`src/rtl/seg_scan_ctrl.sv`:
```
// Round-robin scan scheduler for a multiplexed 7-segment display with per-slot blanking,
// PWM brightness and a double-buffered pattern store committed on frame boundaries.
module seg_scan_ctrl #(
  parameter int unsigned NUM_DIGITS   = 10,
  parameter int unsigned BLANK_CYCLES = 16,
  parameter int unsigned ON_UNIT      = 64
) (
  input  logic                  clk,
  input  logic                  rst_n,
  input  logic                  enable,
  input  logic [3:0]            brightness,
  input  logic                  wr_en,
  input  logic [3:0]            wr_addr,
  input  logic [7:0]            wr_data,
  input  logic                  commit,
  output logic [7:0]            segm,
  output logic [NUM_DIGITS-1:0] sel,
  output logic                  frame_start,
  output logic                  commit_pend
);

  localparam int unsigned DigitW = (NUM_DIGITS > 1) ? $clog2(NUM_DIGITS) : 1;
  localparam int unsigned CntW   = $clog2(BLANK_CYCLES + 15 * ON_UNIT + 1);

  typedef enum logic [1:0] {
    StIdle,
    StBlank,
    StOn,
    StOff
  } state_e;

  state_e                         state_q, state_d;
  logic [CntW-1:0]                cnt_q, cnt_d;
  logic [DigitW-1:0]              digit_q, digit_d;
  logic [3:0]                     br_q, br_d;

  logic [NUM_DIGITS-1:0][7:0]     shadow_q, shadow_d;
  logic [NUM_DIGITS-1:0][7:0]     active_q, active_d;
  logic                           pend_q, pend_d;

  logic [7:0]                     segm_q, segm_d;
  logic [NUM_DIGITS-1:0]          sel_q, sel_d;
  logic                           fs_q, fs_d;

  logic                           enter_blank;
  logic                           frame_boundary;
  logic [DigitW-1:0]              next_digit;
  logic [CntW-1:0]                on_len;
  logic [CntW-1:0]                off_len;
  logic                           addr_ok;

  assign next_digit = (digit_q == DigitW'(NUM_DIGITS - 1)) ? '0 : digit_q + 1'b1;

  // Phase lengths are loaded as "remaining cycles minus one"; each is only used when non-empty.
  assign on_len  = CntW'(32'(br_q) * ON_UNIT - 1);
  assign off_len = CntW'((32'd15 - 32'(br_q)) * ON_UNIT - 1);

  always_comb begin
    state_d     = state_q;
    cnt_d       = cnt_q;
    digit_d     = digit_q;
    br_d        = br_q;
    enter_blank = 1'b0;

    if (!enable) begin
      state_d = StIdle;
      cnt_d   = '0;
      digit_d = '0;
    end else begin
      unique case (state_q)
        StIdle: begin
          enter_blank = 1'b1;
          digit_d     = '0;
        end
        StBlank: begin
          if (cnt_q == '0) begin
            if (br_q != 4'd0) begin
              state_d = StOn;
              cnt_d   = on_len;
            end else begin
              state_d = StOff;
              cnt_d   = CntW'(15 * ON_UNIT - 1);
            end
          end else begin
            cnt_d = cnt_q - 1'b1;
          end
        end
        StOn: begin
          if (cnt_q == '0) begin
            if (br_q != 4'd15) begin
              state_d = StOff;
              cnt_d   = off_len;
            end else begin
              enter_blank = 1'b1;
              digit_d     = next_digit;
            end
          end else begin
            cnt_d = cnt_q - 1'b1;
          end
        end
        StOff: begin
          if (cnt_q == '0) begin
            enter_blank = 1'b1;
            digit_d     = next_digit;
          end else begin
            cnt_d = cnt_q - 1'b1;
          end
        end
        default: begin
          state_d = StIdle;
          digit_d = '0;
        end
      endcase
    end

    if (enter_blank) begin
      state_d = StBlank;
      cnt_d   = CntW'(BLANK_CYCLES - 1);
      br_d    = brightness;
    end
  end

  assign frame_boundary = enter_blank && (digit_d == '0);
  assign addr_ok        = 32'(wr_addr) < NUM_DIGITS;

  // The copy reads the pre-write shadow, so a same-cycle write waits for the next commit.
  always_comb begin
    shadow_d = shadow_q;
    active_d = active_q;
    pend_d   = pend_q;

    if (wr_en && addr_ok) begin
      shadow_d[wr_addr[DigitW-1:0]] = wr_data;
    end

    if (frame_boundary && pend_q) begin
      active_d = shadow_q;
      pend_d   = 1'b0;
    end else if (commit && !pend_q) begin
      pend_d = 1'b1;
    end
  end

  always_comb begin
    segm_d = '0;
    sel_d  = '0;
    if (state_q == StOn) begin
      segm_d         = active_q[digit_q];
      sel_d[digit_q] = 1'b1;
    end
    fs_d = (state_q == StBlank) && (digit_q == '0) && (cnt_q == CntW'(BLANK_CYCLES - 1));
  end

  always_ff @(posedge clk or negedge rst_n) begin
    if (!rst_n) begin
      state_q  <= StIdle;
      cnt_q    <= '0;
      digit_q  <= '0;
      br_q     <= '0;
      shadow_q <= '0;
      active_q <= '0;
      pend_q   <= 1'b0;
      segm_q   <= '0;
      sel_q    <= '0;
      fs_q     <= 1'b0;
    end else begin
      state_q  <= state_d;
      cnt_q    <= cnt_d;
      digit_q  <= digit_d;
      br_q     <= br_d;
      shadow_q <= shadow_d;
      active_q <= active_d;
      pend_q   <= pend_d;
      segm_q   <= segm_d;
      sel_q    <= sel_d;
      fs_q     <= fs_d;
    end
  end

  assign segm        = segm_q;
  assign sel         = sel_q;
  assign frame_start = fs_q;
  assign commit_pend = pend_q;

endmodule
```
`config.mk`:
```
export PLATFORM = sky130hd
export DESIGN_NAME = seg_scan_ctrl
export DESIGN_NICKNAME = d
export VERILOG_FILES = /design/src/rtl/seg_scan_ctrl.sv
export SDC_FILE = /design/constraint.sdc
export NUM_CORES = 1
export LEC_CHECK = 0
export CORE_MARGIN = 2
export CORE_UTILIZATION = 61
export CTS_CLUSTER_SIZE = 10
export DETAILED_ROUTE_END_ITERATION = 10
export PLACE_DENSITY = 0.8
export SETUP_SLACK_MARGIN = 0.2
export SLEW_MARGIN = 40
export SYNTH_ARGS = -nofsm -noshare
export SYNTH_HDL_FRONTEND = slang
export SYNTH_SLANG_ARGS = --single-unit
```
`constraint.sdc`:
```
create_clock -name clk -period 5.9 [get_ports clk]
set_clock_uncertainty 0.2 [all_clocks]
set_input_delay 1.77 -clock clk [delete_from_list [all_inputs] [get_ports clk]]
set_output_delay 1.77 -clock clk [all_outputs]
set_load 0.03 [all_outputs]
```
==> key figures, run 1 <==
Run status
  – Status: finished, final reports clean

Global route
  – Largest net degree at the start of global routing: 125
  – Global-route wire length before repair: 30520 um
  – Antenna violations before repair: 0
  – Gr usage total: 24.76%
  – Number of global-route vias before repair: 5665
  – Grt ovf: 0

Floorplan
  – Full die area: 15970 sq um
  – I/O pin cnt: 41
  – FP Rows: 44
  – Die Y: 126.4 um
  – Die Wd: 126.4 um
  – Starting Density: 62.62%
  – CORE AREA: 14590 sq um

Logic synthesis
  – Mapped Nets: 667
  – Main combinational cell family by area after synthesis: multiplexers
  – Part of the Yosys area used for sequential elements: 54.79%
  – Synth Area in XOR/XNOR: 0.4794%
  – Synthesized area: 9135 sq um
  – Async S/R FF share, synth: 100.0%
  – Post-Synth Adder-Cell Area: 1.370%
  – Multiplexer share of the synthesized area: 29.38%
  – Yosys reg bits: 200
  – Post-Synth Simple-Gate Area: 6.574%
  – Yosys warns: 0
  – Post-synthesis compound-gate area fraction: 4.643%
  – Distinct cells, synth: 54
  – Primary FF master, synth: dfrtp_1
  – Cells after synthesis: 636
  – Number of flops mapped to enable cells by yosys: 0
  – Syn avg cell area: 14.36 sq um

Power
  – Pwr/cell area: 428.1 nW/um^2
  – Leak: 4.484 nW
  – VDD IR max: 0.2450 mV

Critical path
  – Startpoint Class: input pin
  – Critical Path Slowest Stage Cell: clkdlybuf4s50_1
  – CP cell instances: clkdlybuf4s50_1, clkinv_1, o22a_2, or4_4, nor4_4, buf_12, mux2_2
  – CP required: 6.02 ns
  – Crit Path Class: in2reg
  – Crit path max-delay family: buffers and inverters
  – Crit path DAT: 4.91 ns
  – Max incr delay on CP: 0.66 ns
  – CP Capture Type: flip-flop
  – CP bufs+invs: 3
  – Crit-path max FO: 81

CTS
  – Hold Buf Count CTS: 0
  – Clk_lat worst skew: 0.43 ns
  – CTS tree: yes
  – CTS buffer count: 17
  – Total setup buffers inserted after CTS: 0
  – Maximum clock path buffer count: 2
  – H-tree depth: 4
  – Clk slew on worst S/H paths: 0.07 ns
  – Post_cts resized: 0
  – Clk root buf: clkbuf_16
  – # clock sinks: 200

Cells and area
  – Most frequent cells in the layout: 198 x dfrtp_1, 85 x mux2_2, 79 x mux2_4, 39 x clkdlybuf4s50_1, 30 x nor2_1
  – Layout cells sized above 1: 34.02%
  – Final net count: 694
  – Final Cell Area: 10240 sq um
  – Diode count: 0
  – Most common cell after layout, fill and taps aside: dfrtp_1
  – Synth-to-layout area growth: 12.12%

Worst hold path
  – HP Class: reg2reg

STA
  – Actual slew at the worst max-slew pin: 0.6375 ns
  – Final setup fails: 0
  – Maximum clock rate: 0.2087 GHz
  – Fin. max-slew vios: 0
  – RSZ-0062 raised after global routing: no
  – Hold Vio Cnt, Final: 0
  – Final TNS setup: 0 ns
  – Clock period minus worst slack: 4.791 ns
  – Fin crit share: 81.21%
  – Slew margin rel.: 56.40%

Drt
  – DRT iter0 DRCs: 449
  – Pre-Repair DR Iteration Count: 5
  – Drt via density: 6.179
  – Residual DRC: 0
  – Vias: 5314
  – Routed len/inst: 21.31 um
  – ANT nets after route: 0
  – Final wirelength: 18330 um

Placement
  – Detailed Place HPWL: 11630 um
  – I/O Buffers: 40
  – Placer congestion estimate: 0.9059
  – Post-DP Area: 9652 sq um

Run
  – Max_cap viols: 0
[registers in the layout, summed over array words and instances (netlist names)]
| register | flops |
|---|---|
| active_q | 80 |
| shadow_q | 80 |
| cnt_q | 10 |
| sel | 10 |
| segm | 8 |
| br_q | 4 |
| digit_q | 4 |
| state_q | 2 |
| commit_pend | 1 |
| frame_start | 1 |
[through the flow]
stage               hold WS [ns]  worst slack [ns]  power (mW)  cells  util [%]
floorplan                 0.2734             1.630       2.950    636         -
global placement          0.2819            0.7573       3.140    828     65.97
detailed placement        0.2882            0.7087       3.225    828     66.16
CTS                       0.3025             1.156       4.402    860     70.15
global route              0.3121            0.9777       4.602    860     70.21
finish                    0.2981             1.109       4.384    860     70.21
[worst paths after layout]
path	start	end	slack, ns	cells past startpoint
max	enable	active_q[12]	1.11	7
min reg2reg	shadow_q[58]	active_q[58]	0.30	1
max in group asynchronous	rst_n	active_q[5]	3.53	2
max reg2reg	cnt_q[0]	active_q[12]	1.93	9
min	shadow_q[58]	active_q[58]	0.30	1
min in group asynchronous	rst_n	cnt_q[6]	1.09	1
[layer usage]
metal | vias to the layer above | global-route usage [%] | part of all wire, %
met4 | 0 | 7.369 | 2.0
met2 | 142 | 39.95 | 49
met5 | - | 0 | 0
met1 | 2783 | 33.82 | 44
met3 | 30 | 6.116 | 4.9
li1 | 2359 | - | -
[cell type report]
type | instances | area (sq um)
Clock inverter | 8 | 121.4
Multi-Input combinational cell | 385 | 3897
Inverter | 13 | 48.80
Fill cell | 926 | 4347
Tap cell | 184 | 230.2
Timing Repair Buffer | 46 | 473.0
Sequential cell | 200 | 5010
Clock buffer | 24 | 461.7
[cell families after synthesis]
| logic type | after synthesis |
|---|---|
| AOI/OAI and AO/OA | 64 |
| xor gates and xnor gates | 5 |
| adders and majority gates | 10 |
| buffers and inverters | 51 |
| DFF | 200 |
| muxes | 198 |
| and+or+nand+nor | 108 |
[synthesized netlist by cell type (all sizes together) (2+ instances only)]
library cell	count	area share (%)
dfrtp	200	55
mux2	164	23
nor2	33	1.4
clkbuf	20	0.82
buf	18	1.4
mux2i	18	2.0
a21oi	16	0.88
mux4	16	3.9
nand2	16	0.66
o21ai	15	0.82
inv	12	0.49
nor3	11	0.60
ha	10	1.4
nand3	9	0.63
o22a	9	0.88
nor4	6	0.74
and3	5	0.34
or3	5	0.34
nand3b	4	0.33
nand4	4	0.27
nor3b	4	0.38
o22ai	4	0.27
xnor2	4	0.38
a22o	3	0.29
and2	3	0.21
o211ai	3	0.25
a21boi	2	0.16
a22oi	2	0.16
o31ai	2	0.16
or4	2	0.21
[report_power, final]
| group | internal, mW | switching, mW |
|---|---|---|
| sequential | 1.79 | 0.269 |
| clock | 0.677 | 0.484 |
| combinational | 0.731 | 0.435 |
| total | 3.20 | 1.19 |
Power figures use the tool's default switching activity.
==> run 2: changes to the inputs <==
--- a/config.mk
+++ b/config.mk
@@ -6,10 +6,10 @@
 export NUM_CORES = 1
 export LEC_CHECK = 0
 export CORE_MARGIN = 2
-export CORE_UTILIZATION = 61
+export CORE_UTILIZATION = 60
 export CTS_CLUSTER_SIZE = 10
 export DETAILED_ROUTE_END_ITERATION = 10
-export PLACE_DENSITY = 0.8
+export PLACE_DENSITY = 0.79
 export SETUP_SLACK_MARGIN = 0.2
 export SLEW_MARGIN = 40
 export SYNTH_ARGS = -nofsm -noshare
==> constraint.sdc (replaced) <==
create_clock -name clk -period 4.55 [get_ports clk]
set_clock_uncertainty 0.2 [all_clocks]
set_input_delay 1.365 -clock clk [delete_from_list [all_inputs] [get_ports clk]]
set_output_delay 1.365 -clock clk [all_outputs]
set_load 0.03 [all_outputs]
==> run 2 against run 1 <==
Net effect: clock power increased by 32%; critical endpoint is now active_q[17]; critical path depth increased by 1; sequential power increased by 30%; first-iteration DRC count increased by 0.22%; critical path type unchanged.
==> key figures, run 2 (synthesis results as in run 1) <==
Drt
  – Final wirelength: 18710 um (+2.1%)
  – Residual DRC: 0 (unchanged)
  – Routed len/inst: 21.41 um (+0.45%)
  – Vias: 5327 (+0.24%)
  – Drt via density: 6.095 (-1.4%)
  – ANT nets after route: 0 (unchanged)
  – Pre-Repair DR Iteration Count: 5 (unchanged)
  – DRT iter0 DRCs: 450 (+0.22%)

Critical path
  – RR Startpoint: cnt_q[0]
  – Max incr delay on CP: 0.68 ns (+0.02 ns)
  – Startpoint Class: input pin
  – Crit path DAT: 4.10 ns (-0.81 ns)
  – Critical Path Slowest Stage Cell: clkdlybuf4s50_1
  – Crit-path max FO: 31 (-62%)
  – Crit path max-delay family: buffers and inverters
  – CP bufs+invs: 4 (+1)
  – CP startpoint: enable
  – CP required: 4.67 ns (-1.35 ns)
  – CP cell instances: clkdlybuf4s50_1, clkinv_1, o22a_2, or4_4, nor4_4, buf_12, buf_12, mux2_4
  – Crit Path Class: in2reg
  – CP Capture Type: flip-flop
  – Cell mode on critical path: buf_12

STA
  – Fin crit share: 87.33%
  – Maximum clock rate: 0.2517 GHz
  – Final hold slack: 0.2995 ns (+0.001362 ns)
  – Actual slew at the worst max-slew pin: 0.6792 ns (+0.04170 ns)
  – RSZ-0062 raised after global routing: no
  – Clock period minus worst slack: 3.973 ns
  – Hold Vio Cnt, Final: 0 (unchanged)
  – Final TNS setup: 0 ns (unchanged)
  – Slew margin rel.: 54.72% (-1.7 points)
  – Fin. max-slew vios: 0 (unchanged)
  – Final setup fails: 0 (unchanged)

Floorplan
  – Die Wd: 127.4 um (+0.80%)
  – Starting Density: 60.77% (-1.9 points)
  – Die Y: 127.4 um (+0.80%)
  – I/O pin cnt: 41 (unchanged)
  – CORE AREA: 15030 sq um (+3.0%)
  – Full die area: 16230 sq um (+1.6%)
  – FP Rows: 45 (+2.3%)

Global route
  – Grt ovf: 0 (unchanged)
  – Met3 usage: 4.732% (-1.4 points)
  – Gr usage total: 25.06% (+0.30 points)
  – Number of global-route vias before repair: 5561 (-1.8%)
  – Antenna violations before repair: 0 (unchanged)
  – Met2 Usage GRT: 39.48% (-0.47 points)
  – Met1 Track Usage GR: 35.30% (+1.5 points)
  – GRT Max-Usage Layer: met2
  – Largest net degree at the start of global routing: 103 (-18%)
  – Global-route wire length before repair: 30750 um (+0.77%)

Cells and area
  – Final Cell Area: 10360 sq um (+1.2%)
  – Most frequent cells in the layout: 198 x dfrtp_1, 85 x mux2_2, 79 x mux2_4, 39 x clkdlybuf4s50_1, 33 x nor2_1
  – Synth-to-layout area growth: 13.46%
  – Diode count: 0 (unchanged)
  – Most common cell after layout, fill and taps aside: dfrtp_1
  – Layout cells sized above 1: 35.13% (+1.1 points)
  – Largest registers: active_q: 80 flops, shadow_q: 80 flops
  – Final net count: 704 (+1.4%)

Run status
  – Status: finished, final reports clean

Placement
  – Post-DP Area: 9743 sq um (+0.95%)
  – Detailed Place HPWL: 12060 um (+3.7%)
  – I/O Buffers: 40 (unchanged)
  – Placer congestion estimate: 0.8750 (-3.4%)

Worst hold path
  – Hold Crit Start: shadow_q[9]
  – HP Class: reg2reg

Power
  – Pwr/cell area: 553.6 nW/um^2 (+29%)
  – Leak: 4.551 nW (+1.5%)
  – VDD IR max: 0.3189 mV (+30%)

CTS
  – Clk slew on worst S/H paths: 0.08 ns (about the same)
  – Post_cts resized: 0 (unchanged)
  – Clk root buf: clkbuf_16
  – Total setup buffers inserted after CTS: 0 (unchanged)
  – Clk_lat worst skew: 0.44 ns (about the same)
  – CTS buffer count: 17 (unchanged)
  – # clock sinks: 200 (unchanged)
  – Hold Buf Count CTS: 0 (unchanged)
  – CTS tree: yes
  – H-tree depth: 4 (unchanged)
  – Maximum clock path buffer count: 2 (unchanged)

Run
  – Max_cap viols: 0 (unchanged)
## run 2: changes by cell type in the layout (fill, tap and decap cells not counted), moves of 2 or more
cell / before / now
buf_12: 1 / 4
buf_4: 5 / 11
clkbuf_1: 6 / 1
clkinvlp_4: 1 / 3
inv_6: 0 / 5
nor2_1: 30 / 33
nor2_2: 3 / 0
## run 2: per-layer routing
layer / part of all wire (%) / wire, um / vias to the layer above
met5: 0 / 0 / -
met2: 48 / 8919 / 145
met1: 46 / 8653 / 2771
met3: 3.9 / 731 / 29
met4: 2.2 / 406 / 0
li1: - / - / 2382
## run 2: path summary, 6_finish.rpt
path	end	slack, ns	cells past startpoint
worst max-delay path	active_q[17]	0.58	8
worst min-delay path	active_q[9]	0.30	1
worst max register to register	active_q[17]	0.87	10
max in group asynchronous	active_q[19]	2.61	3
worst min register to register	active_q[9]	0.30	1
min in group asynchronous	cnt_q[6]	0.55	1
## run 2: area by class of cell
type,count,area [sq um]
Multi-Input combinational cell,385,3885
Sequential cell,200,5007
Clock buffer,20,456.7
Clock inverter,12,136.4
Fill cell,960,4668
Timing Repair Buffer,56,595.6
Inverter,13,48.80
Tap cell,188,235.2
## run 2: metrics by stage
step | setup slack [ns] | power, mW | util, % | cells
after floorplan | 0.6846 | 3.826 | - | 636
after global placement | 0.1949 | 4.110 | 64.75 | 841
after detailed placement | 0.1682 | 4.208 | 64.81 | 841
after CTS | 0.6023 | 5.754 | 68.76 | 873
after global routing | 0.4493 | 6.015 | 68.95 | 874
final | 0.5765 | 5.738 | 68.95 | 874
## run 2: worst reg2reg max path, cell delays in order, from the launching register on
cell and delay, ns:
dfrtp_1 0.46, inv_1 0.11, ha_1 0.14, nor3b_2 0.46
nand3_4 0.20, a221oi_1 0.61, o2bb2ai_1 0.26, nor4_4 0.37
buf_12 0.16, buf_12 0.24, mux2_4 0.35
## run 2: power breakdown
part	switching [mW]	total [mW]	internal, mW	leakage, nW
clock	0.681	1.53	0.846	0.284
combinational	0.569	1.54	0.970	1.76
sequential	0.353	2.67	2.32	2.50
==> run 3: changes to the inputs <==
--- a/config.mk
+++ b/config.mk
@@ -9,6 +9,7 @@
 export CORE_UTILIZATION = 60
 export CTS_CLUSTER_SIZE = 10
 export DETAILED_ROUTE_END_ITERATION = 10
+export GPL_TIMING_DRIVEN = 0
 export PLACE_DENSITY = 0.79
 export SETUP_SLACK_MARGIN = 0.2
 export SLEW_MARGIN = 40
==> run 3 against run 2 <==
Net effect: setup slack got worse by 0.047 ns; final area barely moved; sequential cell count did not move; fmax fell by 1.2%; total power rose by 0.71%; hold slack improved by 0.0027 ns; combinational power barely moved.
==> key figures, run 3 (synthesis results as in run 1) <==
CTS
  – # clock sinks: 200 (unchanged)
  – Clk_lat worst skew: 0.43 ns (about the same)
  – Post_cts resized: 0 (unchanged)
  – CTS buffer count: 17 (unchanged)
  – H-tree depth: 4 (unchanged)
  – Maximum clock path buffer count: 2 (unchanged)
  – CTS tree: yes
  – Hold Buf Count CTS: 0 (unchanged)
  – Clk slew on worst S/H paths: 0.07 ns (about the same)
  – Clk root buf: clkbuf_16

Cells and area
  – Storage element area: 5005 sq um (about the same)
  – Diode count: 0 (unchanged)
  – Final net count: 720 (+2.3%)
  – Layout cells sized above 1: 34.47% (-0.66 points)
  – Fillcell total: 1001 (+4.3%)
  – Most common cell after layout, fill and taps aside: dfrtp_1
  – Final Cell Area: 10370 sq um (about the same)
  – Area of the multi-input gates: 3890 sq um (+0.13%)
  – Largest registers: active_q: 80 flops, shadow_q: 80 flops
  – Most frequent cells in the layout: 200 x dfrtp_1, 85 x mux2_2, 79 x mux2_4, 30 x nor2_1, 29 x clkdlybuf4s50_1
  – Synth-to-layout area growth: 13.53% (about the same)

Placement
  – Placer congestion estimate: 0.9087 (+3.9%)
  – Post-DP Area: 9754 sq um (+0.12%)
  – Detailed Place HPWL: 12610 um (+4.5%)
  – I/O Buffers: 30 (-25%)

Run status
  – Status: finished, final reports clean

STA
  – Maximum clock rate: 0.2487 GHz (-1.2%)
  – RSZ-0062 raised after global routing: no
  – Final hold slack: 0.3022 ns (+0.002739 ns)
  – Hold Vio Cnt, Final: 0 (unchanged)
  – Fin crit share: 88.36% (+1.0 points)
  – Actual slew at the worst max-slew pin: 0.7895 ns (+0.1103 ns)
  – Final setup fails: 0 (unchanged)
  – Fin. max-slew vios: 0 (unchanged)
  – Slew margin rel.: 47.14% (-7.6 points)
  – Clock period minus worst slack: 4.020 ns (+0.04670 ns)

Drt
  – Pre-Repair DR Iteration Count: 5 (unchanged)
  – ANT nets after route: 0 (unchanged)
  – Routed len/inst: 20.93 um (-2.2%)
  – Final wirelength: 18630 um (-0.45%)
  – Residual DRC: 0 (unchanged)
  – Drt via density: 6.033 (-1.0%)
  – Vias: 5369 (+0.79%)
  – DRT iter0 DRCs: 507 (+13%)

Global route
  – Largest net degree at the start of global routing: 81 (-21%)
  – Gr usage total: 24.63% (-0.43 points)
  – Global-route wire length before repair: 30280 um (-1.5%)
  – Antenna violations before repair: 0 (unchanged)
  – Number of global-route vias before repair: 5529 (-0.58%)
  – Grt ovf: 0 (unchanged)

Critical path
  – Reg2Reg Depth: 10 (unchanged)
  – RR Startpoint: cnt_q[0]
  – Startpoint Class: input pin
  – CP required: 4.66 ns (about the same)
  – FF-to-FF End: active_q[51]
  – Crit-path max FO: 10 (-68%)
  – Critical Path Slowest Stage Cell: clkdlybuf4s50_1
  – Crit Path Class: in2reg
  – CP cell instances: clkdlybuf4s50_1, clkbuf_1, nand3_1, o22a_2, or4_4, nor4_4, buf_4, buf_6, mux2_4
  – Max incr delay on CP: 0.53 ns (-0.15 ns)
  – Crit path DAT: 4.13 ns (+0.03 ns)
  – Reg2reg setup slack: 0.94 ns (+0.07 ns)
  – CP Capture Type: flip-flop

Floorplan
  – Full die area: 16230 sq um (unchanged)
  – Starting Density: 60.77% (unchanged)
  – CORE AREA: 15030 sq um (unchanged)
  – FP Rows: 45 (unchanged)
  – I/O pin cnt: 41 (unchanged)
  – Die Wd: 127.4 um (unchanged)
  – Die Y: 127.4 um (unchanged)

Worst hold path
  – Hold Crit Start: shadow_q[70]
  – Worst Hold Endpoint: active_q[70]
  – Hold path cells: 1 (unchanged)
  – HP Class: reg2reg

Power
  – Internal power: 4.146 mW (+0.25%)
  – Clock network power share: 26.8% (+0.2 points)
  – Sw frac: 28.25% (+0.32 points)
  – Combinational share of power: 27.2% (+0.4 points)
  – VDD IR max: 0.3062 mV (-4.0%)
  – Pwr/cell area: 557.2 nW/um^2 (+0.65%)
  – Sequential power share: 46.0% (-0.6 points)
  – Leak: 4.558 nW (+0.15%)
  – P_sw: 1.633 mW (+1.9%)

Run
  – Max_cap viols: 0 (unchanged)
## run 3: cell types whose count changed in the layout (fill, tap and decap cells not counted), moves of 2 or more
| cell | previous run | this run |
|---|---|---|
| dfrtp_2 | 2 | 0 |
| buf_12 | 4 | 0 |
| buf_6 | 0 | 9 |
| clkdlybuf4s50_1 | 39 | 29 |
| clkbuf_2 | 0 | 2 |
| nor2_2 | 0 | 3 |
| clkinvlp_4 | 3 | 1 |
| inv_6 | 5 | 7 |
| buf_1 | 0 | 9 |
| dfrtp_1 | 198 | 200 |
| buf_4 | 11 | 1 |
| clkbuf_1 | 1 | 18 |
| nor2_1 | 33 | 30 |
## run 3: routing by layer
layer / track usage [%] / part of all wire [%] / vias up / wire length, um
li1: - / - / 2418 / -
met1: 35.04 / 45 / 2760 / 8441
met2: 38.91 / 49 / 166 / 9093
met3: 4.481 / 4.1 / 25 / 762
met4: 8.339 / 1.8 / 0 / 328
met5: 0 / 0 / - / 0
## run 3: what timing repair did
action / in CTS / in global routing
setup buffers: 0 / 1
hold endpoints to repair: 0 / 0
endpoints found under the setup margin: 0 / 39
## run 3: stage by stage
| step | cells | power, mW | util (%) | setup slack (ns) | setup TNS [ns] |
|---|---|---|---|---|---|
| finish | 890 | 5.779 | 68.99 | 0.5298 | 0 |
| CTS | 889 | 5.798 | 68.92 | 0.2332 | 0 |
| floorplan | 636 | 3.826 | - | 0.6846 | 0 |
| detailed placement | 857 | 4.237 | 64.89 | -0.1974 | -8.566 |
| global route | 890 | 6.048 | 68.99 | 0.4433 | 0 |
| global placement | 854 | 4.121 | 64.33 | -5.723 | -1162.70 |
## run 3: how the worst max path moves through the flow
stage                     startpoint      endpoint  slack [ns]  depth (start not counted)
after global placement         rst_n  shadow_q[49]       -5.72                          1
final                         enable  active_q[51]        0.53                          9
after CTS                     enable  active_q[22]        0.23                          9
after global routing          enable  active_q[68]        0.44                          9
after detailed placement      enable  active_q[22]       -0.20                          9
after floorplan               enable   active_q[0]        0.68                          7
## run 3: area by class of cell
class | count | area share (%)
Clock inverter | 13 | 1.484
Buffer | 38 | 1.991
Sequential cell | 200 | 48.26
Clock buffer | 19 | 4.367
Inverter | 13 | 0.4705
Multi-Input combinational cell | 385 | 37.51
Timing Repair Buffer | 34 | 3.655
Tap cell | 188 | 2.268
## run 3: worst max-delay path: cells and delay by family
kind                   cells  cell delay, ns
AOI/OAI and AO/OA          1            0.29
buffers and inverters      4            1.30
muxes                      1            0.33
and+or+nand+nor            3            0.85
## run 3: power by group through the flow
stage / combinational [mW] / clock, mW / sequential, mW
2_1_floorplan: 1.26 / 0 / 2.57
3_3_place_gp: 1.49 / 0 / 2.63
3_5_place_dp: 1.56 / 0 / 2.68
4_1_cts: 1.58 / 1.57 / 2.65
5_1_grt: 1.69 / 1.64 / 2.72
6_report: 1.57 / 1.55 / 2.66
